$ cat src/rtl/jtppi_mp_pkg.sv
// jtppi_mp_pkg
// Shared definitions for the multi-port PPI: register offsets inside a
// port's 4-register window, port mode encodings, and the bit positions of
// the CTRL and STATUS fields.
package jtppi_mp_pkg;

  // Register offsets (addr[1:0])
  localparam logic [1:0] REG_DATA   = 2'd0;
  localparam logic [1:0] REG_DDR    = 2'd1;
  localparam logic [1:0] REG_CTRL   = 2'd2;
  localparam logic [1:0] REG_STATUS = 2'd3;

  // Port modes; encoding 3 is reserved and behaves as basic I/O
  typedef enum logic [1:0] {
    MODE_IO  = 2'd0,
    MODE_IN  = 2'd1,
    MODE_OUT = 2'd2,
    MODE_RSV = 2'd3
  } mode_e;

  // CTRL fields
  localparam int CTRL_MODE_LSB = 0;
  localparam int CTRL_IE       = 2;

  // STATUS fields
  localparam int ST_OBF   = 0;
  localparam int ST_EMPTY = 1;
  localparam int ST_FULL  = 2;
  localparam int ST_OVF   = 3;

  // Mode actually in force for a stored CTRL mode field
  function automatic mode_e eff_mode(input logic [1:0] m);
    return (m == MODE_RSV) ? MODE_IO : mode_e'(m);
  endfunction

endpackage

$ cat src/rtl/jtppi_mp_fifo.sv
// jtppi_mp_fifo
// Small synchronous FIFO used as the strobed-input buffer of one port.
// Pointers carry one extra wrap bit so full and empty are distinguishable.
// A push while full is accepted only if a pop happens in the same cycle
// (the pop frees the slot being written).
//
// Ports:
//   clk, rst      clock, async active-high reset
//   flush         empties the FIFO (wins over push/pop)
//   push, wdata   write request and data
//   pop           read request (ignored when empty)
//   head          oldest entry, valid when !empty
//   full, empty   occupancy flags
module jtppi_mp_fifo #(
  parameter int DW    = 8,
  parameter int DEPTH = 4
) (
  input  logic          clk,
  input  logic          rst,
  input  logic          flush,
  input  logic          push,
  input  logic          pop,
  input  logic [DW-1:0] wdata,
  output logic [DW-1:0] head,
  output logic          full,
  output logic          empty
);

  localparam int PW = $clog2(DEPTH);

  logic [PW:0]   wr_ptr, rd_ptr;
  logic [DW-1:0] mem [DEPTH];
  logic          do_push, do_pop;

  assign empty   = (wr_ptr == rd_ptr);
  assign full    = (wr_ptr[PW] != rd_ptr[PW]) && (wr_ptr[PW-1:0] == rd_ptr[PW-1:0]);
  assign do_pop  = pop && !empty;
  assign do_push = push && (!full || do_pop);
  assign head    = mem[rd_ptr[PW-1:0]];

  always_ff @(posedge clk or posedge rst) begin
    if (rst) begin
      wr_ptr <= '0;
      rd_ptr <= '0;
    end else if (flush) begin
      wr_ptr <= '0;
      rd_ptr <= '0;
    end else begin
      if (do_push) wr_ptr <= wr_ptr + 1'b1;
      if (do_pop)  rd_ptr <= rd_ptr + 1'b1;
    end
  end

  // When full, push and pop hit the same slot; head is read before the
  // edge, so the popped value is delivered before it is overwritten.
  always_ff @(posedge clk) begin
    if (do_push && !flush) mem[wr_ptr[PW-1:0]] <= wdata;
  end

endmodule

$ cat src/rtl/jtppi_mp.sv
// jtppi_mp
// Multi-port parallel peripheral interface. NP identical DW-bit ports, each
// with a direction register and three modes: basic I/O, strobed input into
// a FIFO, and strobed output with an OBF/ACK handshake, plus a per-port
// level interrupt.
//
// Ports:
//   clk, rst             clock, async active-high reset
//   addr                 {port index, register}; 0 DATA, 1 DDR, 2 CTRL, 3 STATUS
//   din / dout           CPU write data / registered CPU read data
//   rdn, wrn, csn        active-low CPU strobes
//   port_din             external pins, port p at [p*DW +: DW]
//   port_dout, port_oe   output latches and per-bit output enables
//   stb, ack             asynchronous input strobe / output acknowledge
//   obf, irq             output buffer full / interrupt request per port
module jtppi_mp
  import jtppi_mp_pkg::*;
#(
  parameter int NP    = 4,
  parameter int DW    = 8,
  parameter int DEPTH = 4,
  parameter int AW    = $clog2(NP) + 2
) (
  input  logic             clk,
  input  logic             rst,
  input  logic [AW-1:0]    addr,
  input  logic [DW-1:0]    din,
  output logic [DW-1:0]    dout,
  input  logic             rdn,
  input  logic             wrn,
  input  logic             csn,
  input  logic [NP*DW-1:0] port_din,
  output logic [NP*DW-1:0] port_dout,
  output logic [NP*DW-1:0] port_oe,
  input  logic [NP-1:0]    stb,
  input  logic [NP-1:0]    ack,
  output logic [NP-1:0]    obf,
  output logic [NP-1:0]    irq
);

  logic          read, write, last_read, last_write;
  logic          wr_commit, rd_edge;
  logic [AW-1:0] port_sel;
  logic [1:0]    reg_sel;
  logic [DW-1:0] rd_val [NP];
  logic [DW-1:0] rd_word;

  assign read      = !rdn && !csn;
  assign write     = !wrn && !csn;
  // Writes commit on the trailing edge of the strobe; read side effects
  // happen once, on the leading edge.
  assign wr_commit = last_write && !write;
  assign rd_edge   = read && !last_read;
  assign port_sel  = addr >> 2;
  assign reg_sel   = addr[1:0];

  always_ff @(posedge clk or posedge rst) begin
    if (rst) begin
      last_read  <= 1'b0;
      last_write <= 1'b0;
      dout       <= '1;
    end else begin
      last_read  <= read;
      last_write <= write;
      if (read) dout <= rd_word;
    end
  end

  // Unimplemented port indices read back as all ones.
  always_comb begin
    rd_word = '1;
    for (int i = 0; i < NP; i++) begin
      if (port_sel == AW'(i)) rd_word = rd_val[i];
    end
  end

  for (genvar p = 0; p < NP; p++) begin : g_port
    logic          sel_here;
    logic          wr_data, wr_ddr, wr_ctrl, wr_stat;
    logic [DW-1:0] pin;
    logic [DW-1:0] latch, ddr, oe, rd_port;
    logic [1:0]    mode;
    mode_e         md;
    logic          ie, overflow, obf_r, irq_r;
    logic          stb_s1, stb_s2, stb_d;
    logic          ack_s1, ack_s2, ack_d;
    logic          stb_rise, ack_rise;
    logic          push, pop, ovf_evt;
    logic [DW-1:0] head;
    logic          full, empty;

    assign sel_here = (port_sel == AW'(p));
    assign wr_data  = wr_commit && sel_here && (reg_sel == REG_DATA);
    assign wr_ddr   = wr_commit && sel_here && (reg_sel == REG_DDR);
    assign wr_ctrl  = wr_commit && sel_here && (reg_sel == REG_CTRL);
    assign wr_stat  = wr_commit && sel_here && (reg_sel == REG_STATUS);
    assign pin      = port_din[p*DW +: DW];
    assign md       = eff_mode(mode);

    // Two-flop synchronisers plus an edge register for stb and ack
    always_ff @(posedge clk or posedge rst) begin
      if (rst) begin
        stb_s1 <= 1'b0;
        stb_s2 <= 1'b0;
        stb_d  <= 1'b0;
        ack_s1 <= 1'b0;
        ack_s2 <= 1'b0;
        ack_d  <= 1'b0;
      end else begin
        stb_s1 <= stb[p];
        stb_s2 <= stb_s1;
        stb_d  <= stb_s2;
        ack_s1 <= ack[p];
        ack_s2 <= ack_s1;
        ack_d  <= ack_s2;
      end
    end

    assign stb_rise = stb_s2 && !stb_d;
    assign ack_rise = ack_s2 && !ack_d;

    assign push    = stb_rise && (md == MODE_IN);
    assign pop     = rd_edge && sel_here && (reg_sel == REG_DATA) && (md == MODE_IN) && !empty;
    // A pop in the same cycle makes room, so only an unmatched push overflows.
    assign ovf_evt = push && full && !pop;

    jtppi_mp_fifo #(
      .DW    (DW),
      .DEPTH (DEPTH)
    ) u_fifo (
      .clk   (clk),
      .rst   (rst),
      .flush (wr_ctrl),
      .push  (push),
      .pop   (pop),
      .wdata (pin),
      .head  (head),
      .full  (full),
      .empty (empty)
    );

    always_ff @(posedge clk or posedge rst) begin
      if (rst) begin
        latch    <= '1;
        ddr      <= '0;
        mode     <= MODE_IO;
        ie       <= 1'b0;
        overflow <= 1'b0;
        obf_r    <= 1'b0;
        irq_r    <= 1'b0;
      end else begin
        if (wr_data) latch <= din;
        if (wr_ddr)  ddr   <= din;
        if (wr_ctrl) begin
          mode <= din[CTRL_IE-1:CTRL_MODE_LSB];
          ie   <= din[CTRL_IE];
        end

        // A fresh overflow in the same cycle as a STATUS clear is kept.
        if (wr_ctrl)                      overflow <= 1'b0;
        else if (ovf_evt)                 overflow <= 1'b1;
        else if (wr_stat && din[ST_OVF])  overflow <= 1'b0;

        // A DATA write beats a coincident ack edge.
        if (wr_ctrl)                            obf_r <= 1'b0;
        else if (wr_data && md == MODE_OUT)     obf_r <= 1'b1;
        else if (ack_rise && md == MODE_OUT)    obf_r <= 1'b0;

        irq_r <= ie && ((md == MODE_IN && !empty) || (md == MODE_OUT && !obf_r));
      end
    end

    always_comb begin
      case (md)
        MODE_IN:  oe = '0;
        MODE_OUT: oe = '1;
        default:  oe = ddr;
      endcase
    end

    always_comb begin
      rd_port = '0;
      case (reg_sel)
        REG_DATA: begin
          case (md)
            MODE_IN:  rd_port = empty ? pin : head;
            MODE_OUT: rd_port = latch;
            default:  rd_port = (latch & ddr) | (pin & ~ddr);
          endcase
        end
        REG_DDR: rd_port = ddr;
        REG_CTRL: begin
          rd_port[CTRL_IE]                 = ie;
          rd_port[CTRL_IE-1:CTRL_MODE_LSB] = mode;
        end
        default: begin
          rd_port[ST_OVF]   = overflow;
          rd_port[ST_FULL]  = full;
          rd_port[ST_EMPTY] = empty;
          rd_port[ST_OBF]   = obf_r;
        end
      endcase
    end

    assign rd_val[p]              = rd_port;
    assign port_dout[p*DW +: DW]  = latch;
    assign port_oe[p*DW +: DW]    = oe;
    assign obf[p]                 = obf_r;
    assign irq[p]                 = irq_r;
  end

endmodule

$ cat config.mk
export PLATFORM = sky130hd
export DESIGN_NAME = jtppi_mp
export DESIGN_NICKNAME = d
export VERILOG_FILES = /design/src/rtl/jtppi_mp_pkg.sv /design/src/rtl/jtppi_mp_fifo.sv /design/src/rtl/jtppi_mp.sv
export SDC_FILE = /design/constraint.sdc
export NUM_CORES = 1
export LEC_CHECK = 0
export ABC_AREA = 1
export CAP_MARGIN = 15
export CORE_ASPECT_RATIO = 1.4
export CORE_UTILIZATION = 65
export DETAILED_ROUTE_END_ITERATION = 8
export DONT_BUFFER_PORTS = 1
export PLACE_DENSITY_LB_ADDON = 0.15
export SETUP_SLACK_MARGIN = 0.3
export SKIP_CTS_REPAIR_TIMING = 1
export SYNTH_ARGS = -nofsm -noshare
export SYNTH_HDL_FRONTEND = slang
export SYNTH_SLANG_ARGS = --single-unit
$ cat constraint.sdc
create_clock -name clk -period 8.41 [get_ports clk]
set_clock_uncertainty 0.05 [all_clocks]
set_input_delay 0.841 -clock clk [delete_from_list [all_inputs] [get_ports clk]]
set_output_delay 0.841 -clock clk [all_outputs]
set_load 0.02 [all_outputs]
---- Yosys cells after proc, flatten, opt, wreduce, memory -nomap -nowiden ----
Memory sizes are Yosys's and may differ from the RTL's.
Cells that the tools add are included.
operators by class
  add/subtract/negate cells ............... 8
  eq/ne operators ......................... 30
  mux-type cells .......................... 80
  bitwise gates (word level) .............. 16
  reduce and logical (&&, ||, !) cells .... 159
operators with widths
  operator                                       number
  case mux 8 bit (2 select lines)                8
  logical AND 1 bit                              100
  bitwise AND 8 bit                              8
  two-way mux 8 bit                              8
  two-way mux 3 bit                              16
  case mux 3 bit (3 select lines)                4
  zero test 1 bit                                33
  two-way mux 1 bit                              32
  NOT 8 bit                                      4
  bitwise OR 8 bit                               4
  case mux 4 bit (2 select lines)                4
  adder 3 x 1 -> 3 bit, second input constant    8
  == test 2 bit, second input constant           12
  nonzero test 3 bit                             8
  nonzero test 2 bit                             8
  == test 2 x 1 -> 1 bit, second input constant  6
  == test 3 bit                                  4
  case mux 1 bit (3 select lines)                4
  == test 2 bit                                  4
  logical OR 1 bit                               8
  two-way mux 2 bit                              4
  zero test 4 bit                                1
  != test 1 bit                                  4
  zero test 2 bit                                1
storage, ports and cells
  flip-flop bits (word level) ............. 146
  RAM bits ................................ 128
  bits of input ports ..................... 57
  output and inout port bits .............. 80
  logic and storage cells ................. 360
  memories kept ........................... 4
memories
  memory                depth  width  rd ports  clocked after memory_dff  write ports  line                 source
  g_port[0].u_fifo.mem  4      8      1         0                         1            jtppi_mp_fifo.sv:32  logic [DW-1:0] mem [DEPTH];
  g_port[1].u_fifo.mem  4      8      1         0                         1            jtppi_mp_fifo.sv:32
  g_port[2].u_fifo.mem  4      8      1         0                         1            jtppi_mp_fifo.sv:32
  g_port[3].u_fifo.mem  4      8      1         0                         1            jtppi_mp_fifo.sv:32

---- Longest topological paths before layout ----
Gate-level depths: netlist of run 1.
  depth in word-level cells ............... 13
  mapped depth ............................ 15
  depth with buffers taken out ............ 14

---- By module ----
A second synthesis of run 1 with hierarchy kept.
second synthesis, totals
  cells, all modules ...................... 1461
  area, all modules ....................... 13404.1 um^2
by module, submodules not included
  module         times used  cells an instance  area each (um^2)
  jtppi_mp_fifo  4           141                1685.4
  jtppi_mp       1           897                6662.6

---- Least setup slack after synthesis of run 1 ----
OpenSTA, ideal clock, no wires.
  kind .................................... input-to-reg
  from .................................... in csn
  to ...................................... mem g_port[2].u_fifo.mem[0][0], enable pin
  setup time .............................. 0.371 ns
  arrival ................................. 2.184 ns
  data required time ...................... 7.989 ns
  setup slack ............................. 5.805 ns
  stages .................................. 10
  buffers on the path ..................... 0
  cell sequence ........................... nor2_2 -> inv_2 -> or2_4 -> nor2_4 -> nand4_2 -> nand2_1 -> nand2_1 -> inv_2 -> nand2_1 -> nor2_1
on the way
  cells in the longest elaborated chain, start to end .. 13
  elaborated cells on any way between the ends .. 19
RTL lines
  what                                         line                            source
  start: declaration                           jtppi_mp.sv:31                  input logic csn,
  zero test 1 bit (*)                          jtppi_mp.sv:48, jtppi_mp.sv:49
  logical AND 1 bit                            jtppi_mp.sv:48                  assign read = !rdn && !csn;
  logical AND 1 bit                            jtppi_mp.sv:53                  assign rd_edge = read && !last_read;
  logical AND 1 bit (4 in a row)               jtppi_mp.sv:123                 assign pop = rd_edge && sel_here && (reg_sel == REG_DATA) && (md == MODE_IN) && !empty;
  logical AND 1 bit                            jtppi_mp_fifo.sv:37             assign do_pop = pop && !empty;
  logical OR 1 bit                             jtppi_mp_fifo.sv:38             assign do_push = push && (!full || do_pop);
  logical AND 1 bit                            jtppi_mp_fifo.sv:38
  logical AND 1 bit (*)                        jtppi_mp_fifo.sv:57             if (do_push && !flush) mem[wr_ptr[PW-1:0]] <= wdata;
  two-way mux 1 bit (*)                        jtppi_mp_fifo.sv:57
  two-way mux 1 bit (not written as such) (*)  jtppi_mp_fifo.sv:57
  end: declaration                             jtppi_mp_fifo.sv:32
Mark *: on every way between the ends. The rest lies on a longest branch, timed or not.

---- Final worst setup path of run 1 ----
  from .................................... reg g_port[0].mode[0]
  to ...................................... out port_oe[5]
on the way
  cells in the longest elaborated chain, start to end .. 4
  elaborated cells on any way between the ends .. 5
RTL lines
  what                                                     line                source
  start: declaration                                       jtppi_mp.sv:82      logic [1:0] mode;
  start signal: assignment                                 jtppi_mp.sv:155     mode <= din[CTRL_IE-1:CTRL_MODE_LSB];
  == test 2 bit                                            jtppi_mp_pkg.sv:33  return (m == MODE_RSV) ? MODE_IO : mode_e'(m);
  two-way mux 2 bit (*)                                    jtppi_mp_pkg.sv:33
  == test 2 bit or == test 2 x 1 -> 1 bit (tied branches)  jtppi_mp.sv:174     case (md)
  case mux 8 bit (2 select lines) (*)                      jtppi_mp.sv:174
  end: declaration                                         jtppi_mp.sv:34      output logic [NP*DW-1:0] port_oe,
Marks and branches as above.

==> results.tsv, run 1 <==
metric	value	unit
power_frac_comb	24.5	%
area_growth	6.82	%
endpoint_kind	output pin	
drive_gt1_share	8.93	%
hp-class	in2async	
post_drt_wl_per_cell	19.8	µm
htree_levels	1	
totalWireLength	34.7	mm
rsz0062_at_grt	no	
synthFlopType	edfxtp_1	
grt_max_degree	79	
via_per_inst	5.93	
max_clock_freq	285	MHz
hold_viol	0	
dieArea	21200	µm²
synth.lib_cells_used.distinct	45	
syn_avg_cell_area	8.88	µm²
cp_common_cell	inv_1	
min_period_over_period	41.7	%
path_cells	inv_1, ha_1, inv_1, nand2_1, o21ai_0	
drt_pre_antenna_iters	5	
synth-seq-area-share	56.3	%
slew_headroom	36.6	%
cp_top_family	buffers and inverters	
p_sw	0.00143	W
seqPwrFrac	44.5	%
drt_iter0_drc	920	
cts.clk_slew.worst_paths	0.07	ns
holdWs	0.185	ns
worst-path-buf-inv	2	
pwr_density_cell	284	nW/µm²
cts_sinks	274	
grt_pass1_vias	10221	
synth_area	13400	µm²
grt_usage	33.9	%
core	20100	µm²
syn_inst	1511	
tns	0	ns
cp.arrival	2.61	ns
num_vias	10394	
critical_path_class	reg2out	
grt_pass1_wl	54.2	mm
detail-route-antenna-nets	0	
cts_buffer_depth	3	
cap_violations	0	
initial_utilization	66.8	%
rows	61	
synth.top_cell.area_share	28.7	%
p_clk_share	31.0	%
overflow	0	
hpwlAfterDp	25.4	mm
slowest_delay	0.44	ns
maxSlewViolCount	0	
cellLeakagePower	6.17	nW
critPathSlowestCell	ha_1	
start_kind	flop	
p_int	0.00263	W
die_x	123	µm
synth_top_area_cell	edfxtp_1	
status	complete, no violations	
finalNetCount	1565	
synth_area_leaders	edfxtp_1, dfrtp_1, nand2_1	
fin_crit	3.50	ns
grt_antenna_before_repair	0	
clk_latency	0.54	ns
ys_ff_latch	274	
io_pins	137	
tightest_slew	0.941	ns
async_flop_share	53.3	%
die_y	172	µm
cp_data_required_time	7.52	ns
vdd_drop_max	235	µV
setup-violations-final	0	
gp_congestion	0.932	
yosys_warnings	0	
port_buffers	0	
synth_edf_count	128	
drc	0	
cp_max_fo	15	
synthesis.nets	1596	
cts_root_buffer	clkbuf_16	
antenna_cells	0	
power.share.switching	35.3	%
tritoncts	yes	
numCtsBuffers	26	
-- per-stage QoR --
| step | setup slack [ns] | util (%) | total power [W] | std cells | cell area [µm²] |
|---|---|---|---|---|---|
| global route | 4.80 | 71.4 | 0.00426 | 1752 | 14300 |
| CTS | 4.96 | 71.4 | 0.00406 | 1752 | 14300 |
| detailed placement | 5.08 | 66.8 | 0.00280 | 1704 | 13400 |
| global placement | 5.22 | 66.8 | 0.00278 | 1704 | 13400 |
| finish | 4.91 | 71.4 | 0.00406 | 1752 | 14300 |
| floorplan | 3.66 | - | 0.00257 | 1511 | 13400 |
-- flip-flops by register name (all words and copies together), names as in the netlist, 8 cells and up --
signal,count
g_port.u_fifo.mem,128
g_port.ddr,32
g_port.mode,8
g_port.u_fifo.rd_ptr,12
dout,8
g_port.u_fifo.wr_ptr,12
g_port.latch,32
-- kinds of logic after synthesis --
group | Yosys count | synth area share [%]
mux | 1 | 0.0746
compound gates | 290 | 11.8
simple gates | 691 | 21.6
fa+ha+maj | 28 | 2.61
flops | 274 | 56.3
xor+xnor | 4 | 0.429
buf+inv | 223 | 7.22
-- cell usage after synthesis (4+ instances only) --
library cell,number
o21ai_1,39
inv_4,4
inv_2,11
a32oi_1,15
nand3_1,106
nor2_4,6
a21oi_1,87
nand2_2,6
buf_4,18
o22ai_1,8
nor2_2,7
nand4_1,7
o211ai_1,6
ha_1,28
inv_1,139
nor2_1,85
clkbuf_1,14
nand3_2,5
dfrtp_1,106
buf_2,25
o21ai_0,121
dfstp_2,40
edfxtp_1,128
nand2_1,459
a221oi_1,4
clkinv_1,8
-- layer usage --
| layer | wire (µm) | GRT usage, % | vias up |
|---|---|---|---|
| li1 | - | - | 4929 |
| met4 | 1930 | 18.1 | 0 |
| met2 | 17300 | 58.0 | 451 |
| met1 | 12700 | 39.4 | 4882 |
| met3 | 2750 | 7.62 | 132 |
| met5 | 0 | 0 | - |
-- worst paths after layout --
check / start / endpoint / slack (ns) / depth (start not counted)
worst min-delay path: rst / g_port[0].ack_s2 / 0.19 / 1
worst max-delay path: g_port[0].mode[0] / port_oe[5] / 4.91 / 5
worst min register to register: g_port[1].stb_s1 / g_port[1].stb_s2 / 0.29 / 0
worst max register to register: g_port[1].u_fifo.rd_ptr[0] / g_port[1].u_fifo.mem[2][2] / 5.27 / 12
min in group clk: ack[2] / g_port[2].ack_s1 / 0.27 / 0
max in group asynchronous: rst / g_port[1].ddr[0] / 6.71 / 2
-- area by class of cell --
type,count,area [µm²]
repair buffers,2,15.0
well taps,252,315
clock buffers,33,743
flip-flops and latches,274,7550
multi-input cells,1014,4900
fillers,1561,5740
clock inverters,15,186
inverters,162,623
-- placed cells by master, fill, tap and decap left out, drive strengths merged, types with 2 or more instances in the layout --
master	Yosys	routed
o22ai	8	8
edfxtp	128	128
a221oi	4	4
nand2	466	466
o21ai	161	161
or2	2	2
clkinvlp	0	3
xnor2	4	4
a21oi	87	87
inv	154	155
o211ai	6	6
bufinv	0	4
clkbuf	14	33
nand3b	3	3
nand3	111	111
a32oi	15	15
clkinv	8	15
nor2	98	98
dfstp	40	40
dfrtp	106	106
a22oi	2	2
o21a	3	3
nand4	9	9
buf	47	2
ha	28	28
-- power groups by stage --
| stage | clock network (W) | registers (W) | logic (W) |
|---|---|---|---|
| after floorplan | 0 | 0.00173 | 0.000840 |
| after global placement | 0 | 0.00182 | 0.000955 |
| after detailed placement | 0 | 0.00183 | 0.000972 |
| after CTS | 0.00127 | 0.00180 | 0.000981 |
| after global routing | 0.00132 | 0.00183 | 0.00112 |
| final | 0.00126 | 0.00181 | 0.000994 |
No activity file was read; power rests on OpenSTA's default activity.
==> run 2: changes to the inputs <==
--- a/config.mk
+++ b/config.mk
@@ -8,7 +8,7 @@
 export ABC_AREA = 1
 export CAP_MARGIN = 15
 export CORE_ASPECT_RATIO = 1.4
-export CORE_UTILIZATION = 65
+export CORE_UTILIZATION = 64
 export DETAILED_ROUTE_END_ITERATION = 8
 export DONT_BUFFER_PORTS = 1
 export PLACE_DENSITY_LB_ADDON = 0.15
==> constraint.sdc (replaced) <==
create_clock -name clk -period 3.3 [get_ports clk]
set_clock_uncertainty 0.05 [all_clocks]
set_input_delay 0.33 -clock clk [delete_from_list [all_inputs] [get_ports clk]]
set_output_delay 0.33 -clock clk [all_outputs]
set_load 0.02 [all_outputs]
==> run 2 against run 1 <==
  * Wire length grew 6.9%
  * Non-clock buffer count rose by 82
  * Via count rose by 3.7%
  * Sequential power increased to 2.5 times the previous value
==> results.tsv, run 2 (same netlist as run 1, synthesis figures left out) <==
metric	value	unit	change
vdd_drop_max	522	µV	+120%
r2r-start	g_port[2].mode[0]		
slew_headroom	35.2	%	-1.3 points
pwr_density_cell	682	nW/µm²	+140%
grt_max_degree	63		-20%
detail-route-antenna-nets	0		unchanged
cp_data_required_time	2.92	ns	-4.60 ns
grt_usage	33.8	%	-0.14 points
drive_gt1_share	10.7	%	+1.8 points
cellLeakagePower	6.49	nW	+5.2%
setup-violations-final	0		unchanged
totalWireLength	37.1	mm	+6.9%
use_met1	38.1	%	-1.3 points
via_per_inst	5.87		-1.1%
use_met3	7.87	%	+0.25 points
critical_path_class	reg2out		
finalNetCount	1646		+5.2%
drc	0		unchanged
p_sw	0.00367	W	+160%
maxSlewViolCount	0		unchanged
io_pins	137		unchanged
cts_buffer_depth	3		unchanged
crit_path_start	g_port[0].mode[0]		
tns	0	ns	unchanged
hp-class	in2reg		
post_drt_wl_per_cell	20.2	µm	+2.0%
endpoint_kind	output pin		
port_buffers	0		unchanged
p_clk_share	28.3	%	-2.7 points
num_vias	10778		+3.7%
drt_iter0_drc	958		+4.1%
cts.clk_slew.worst_paths	0.07	ns	about the same
gp_congestion	0.923		-1.0%
final_common_cell	nand2_1		
cts_sinks	274		unchanged
largest_reg_flops	128		unchanged
clk_latency	0.53	ns	about the same
fillers	1558		-0.19%
rrSetupSlack	0.64	ns	-4.63 ns
drt_pre_antenna_iters	7		+2
place_area	13700	µm²	+2.1%
most-common-layout-cells	nand2_1, inv_1, edfxtp_1		
cap_violations	0		unchanged
seqPwrFrac	44.7	%	+0.2 points
tritoncts	yes		
dieArea	21600	µm²	+1.5%
max_clock_freq	343	MHz	
die_y	173	µm	+0.77%
hpwlAfterDp	26.4	mm	+4.1%
grt_pass1_wl	56.4	mm	+4.1%
numCtsBuffers	25		-3.8%
area_growth	11.7	%	
status	complete, no violations		
htree_levels	1		unchanged
cp_max_fo	12		-3
initial_utilization	65.3	%	-1.6 points
min_from	addr[3]		
placed_cells	1741		+2.2%
start_kind	flop		
die_x	124	µm	+0.77%
grt_antenna_before_repair	1		+1
rows	62		+1.6%
final_cells	1837		+4.9%
power_frac_comb	27.0	%	+2.5 points
core	20600	µm²	+2.4%
hold_viol	0		unchanged
fin_total_pwr	0.0102	W	+150%
met2_usage	59.0	%	+1.0 points
fin_crit	2.92	ns	
p_int	0.00655	W	+150%
min_period_over_period	88.3	%	
cp.arrival	2.54	ns	-0.07 ns
overflow	0		unchanged
final_area	15000	µm²	+4.6%
grt_pass1_vias	10445		+2.2%
cts_root_buffer	clkbuf_16		
power.share.switching	35.9	%	+0.61 points
grt-busiest-layer	met2		
rsz0062_at_grt	no		
tightest_slew	0.961	ns	+0.0197 ns
run 2: path summary, 6_finish.rpt:
| check | to | cells after the start |
|---|---|---|
| max in group asynchronous | g_port[1].latch[2] | 3 |
| worst min-delay path | dout[5] | 3 |
| worst max-delay path | port_oe[1] | 5 |
| worst min register to register | g_port[0].stb_s2 | 0 |
| min in group asynchronous | g_port[2].stb_s2 | 2 |
| worst max register to register | dout[1] | 12 |
run 2: per-layer routing:
| layer | part of all wire, % | wire length, µm |
|---|---|---|
| met2 | 51 | 18800 |
| met5 | 0 | 0 |
| met1 | 36 | 13400 |
| met4 | 5.1 | 1890 |
| met3 | 7.9 | 2950 |
run 2: power by group through the flow:
stage	registers, W	logic (W)	clock network, W
2_1_floorplan	0.00440	0.00214	0
3_3_place_gp	0.00461	0.00257	0
3_5_place_dp	0.00462	0.00263	0
4_1_cts	0.00456	0.00264	0.00292
5_1_grt	0.00461	0.00310	0.00305
6_report	0.00457	0.00276	0.00290
run 2: layout make-up:
cell class	count	area (µm²)	area share (%)
multi-input combinational	1014	4900	32.7
antenna	2	5.00	0.0334
sequential	274	7550	50.4
inverter	162	626	4.17
timing repair buffer	84	773	5.16
clock buffer	30	677	4.52
clock inverter	15	136	0.910
tap	256	320	2.14
run 2: worst max-delay path, cell delays in order (launching register included):
cell and delay, ns:
dfrtp_1 0.37, inv_1 0.07, ha_1 0.54, clkinvlp_4 0.22
buf_4 0.21, o21ai_0 0.59
run 2: per-stage QoR:
stage          hold WS, ns  setup slack [ns]  utilization (%)
5_1_grt            0.00575             0.322             72.9
6_report           0.00516             0.385             72.9
2_1_floorplan        0.281              1.12                -
3_5_place_dp         0.285             0.596             66.5
4_1_cts             -0.242             0.416             70.5
3_3_place_gp         0.282             0.658             66.5
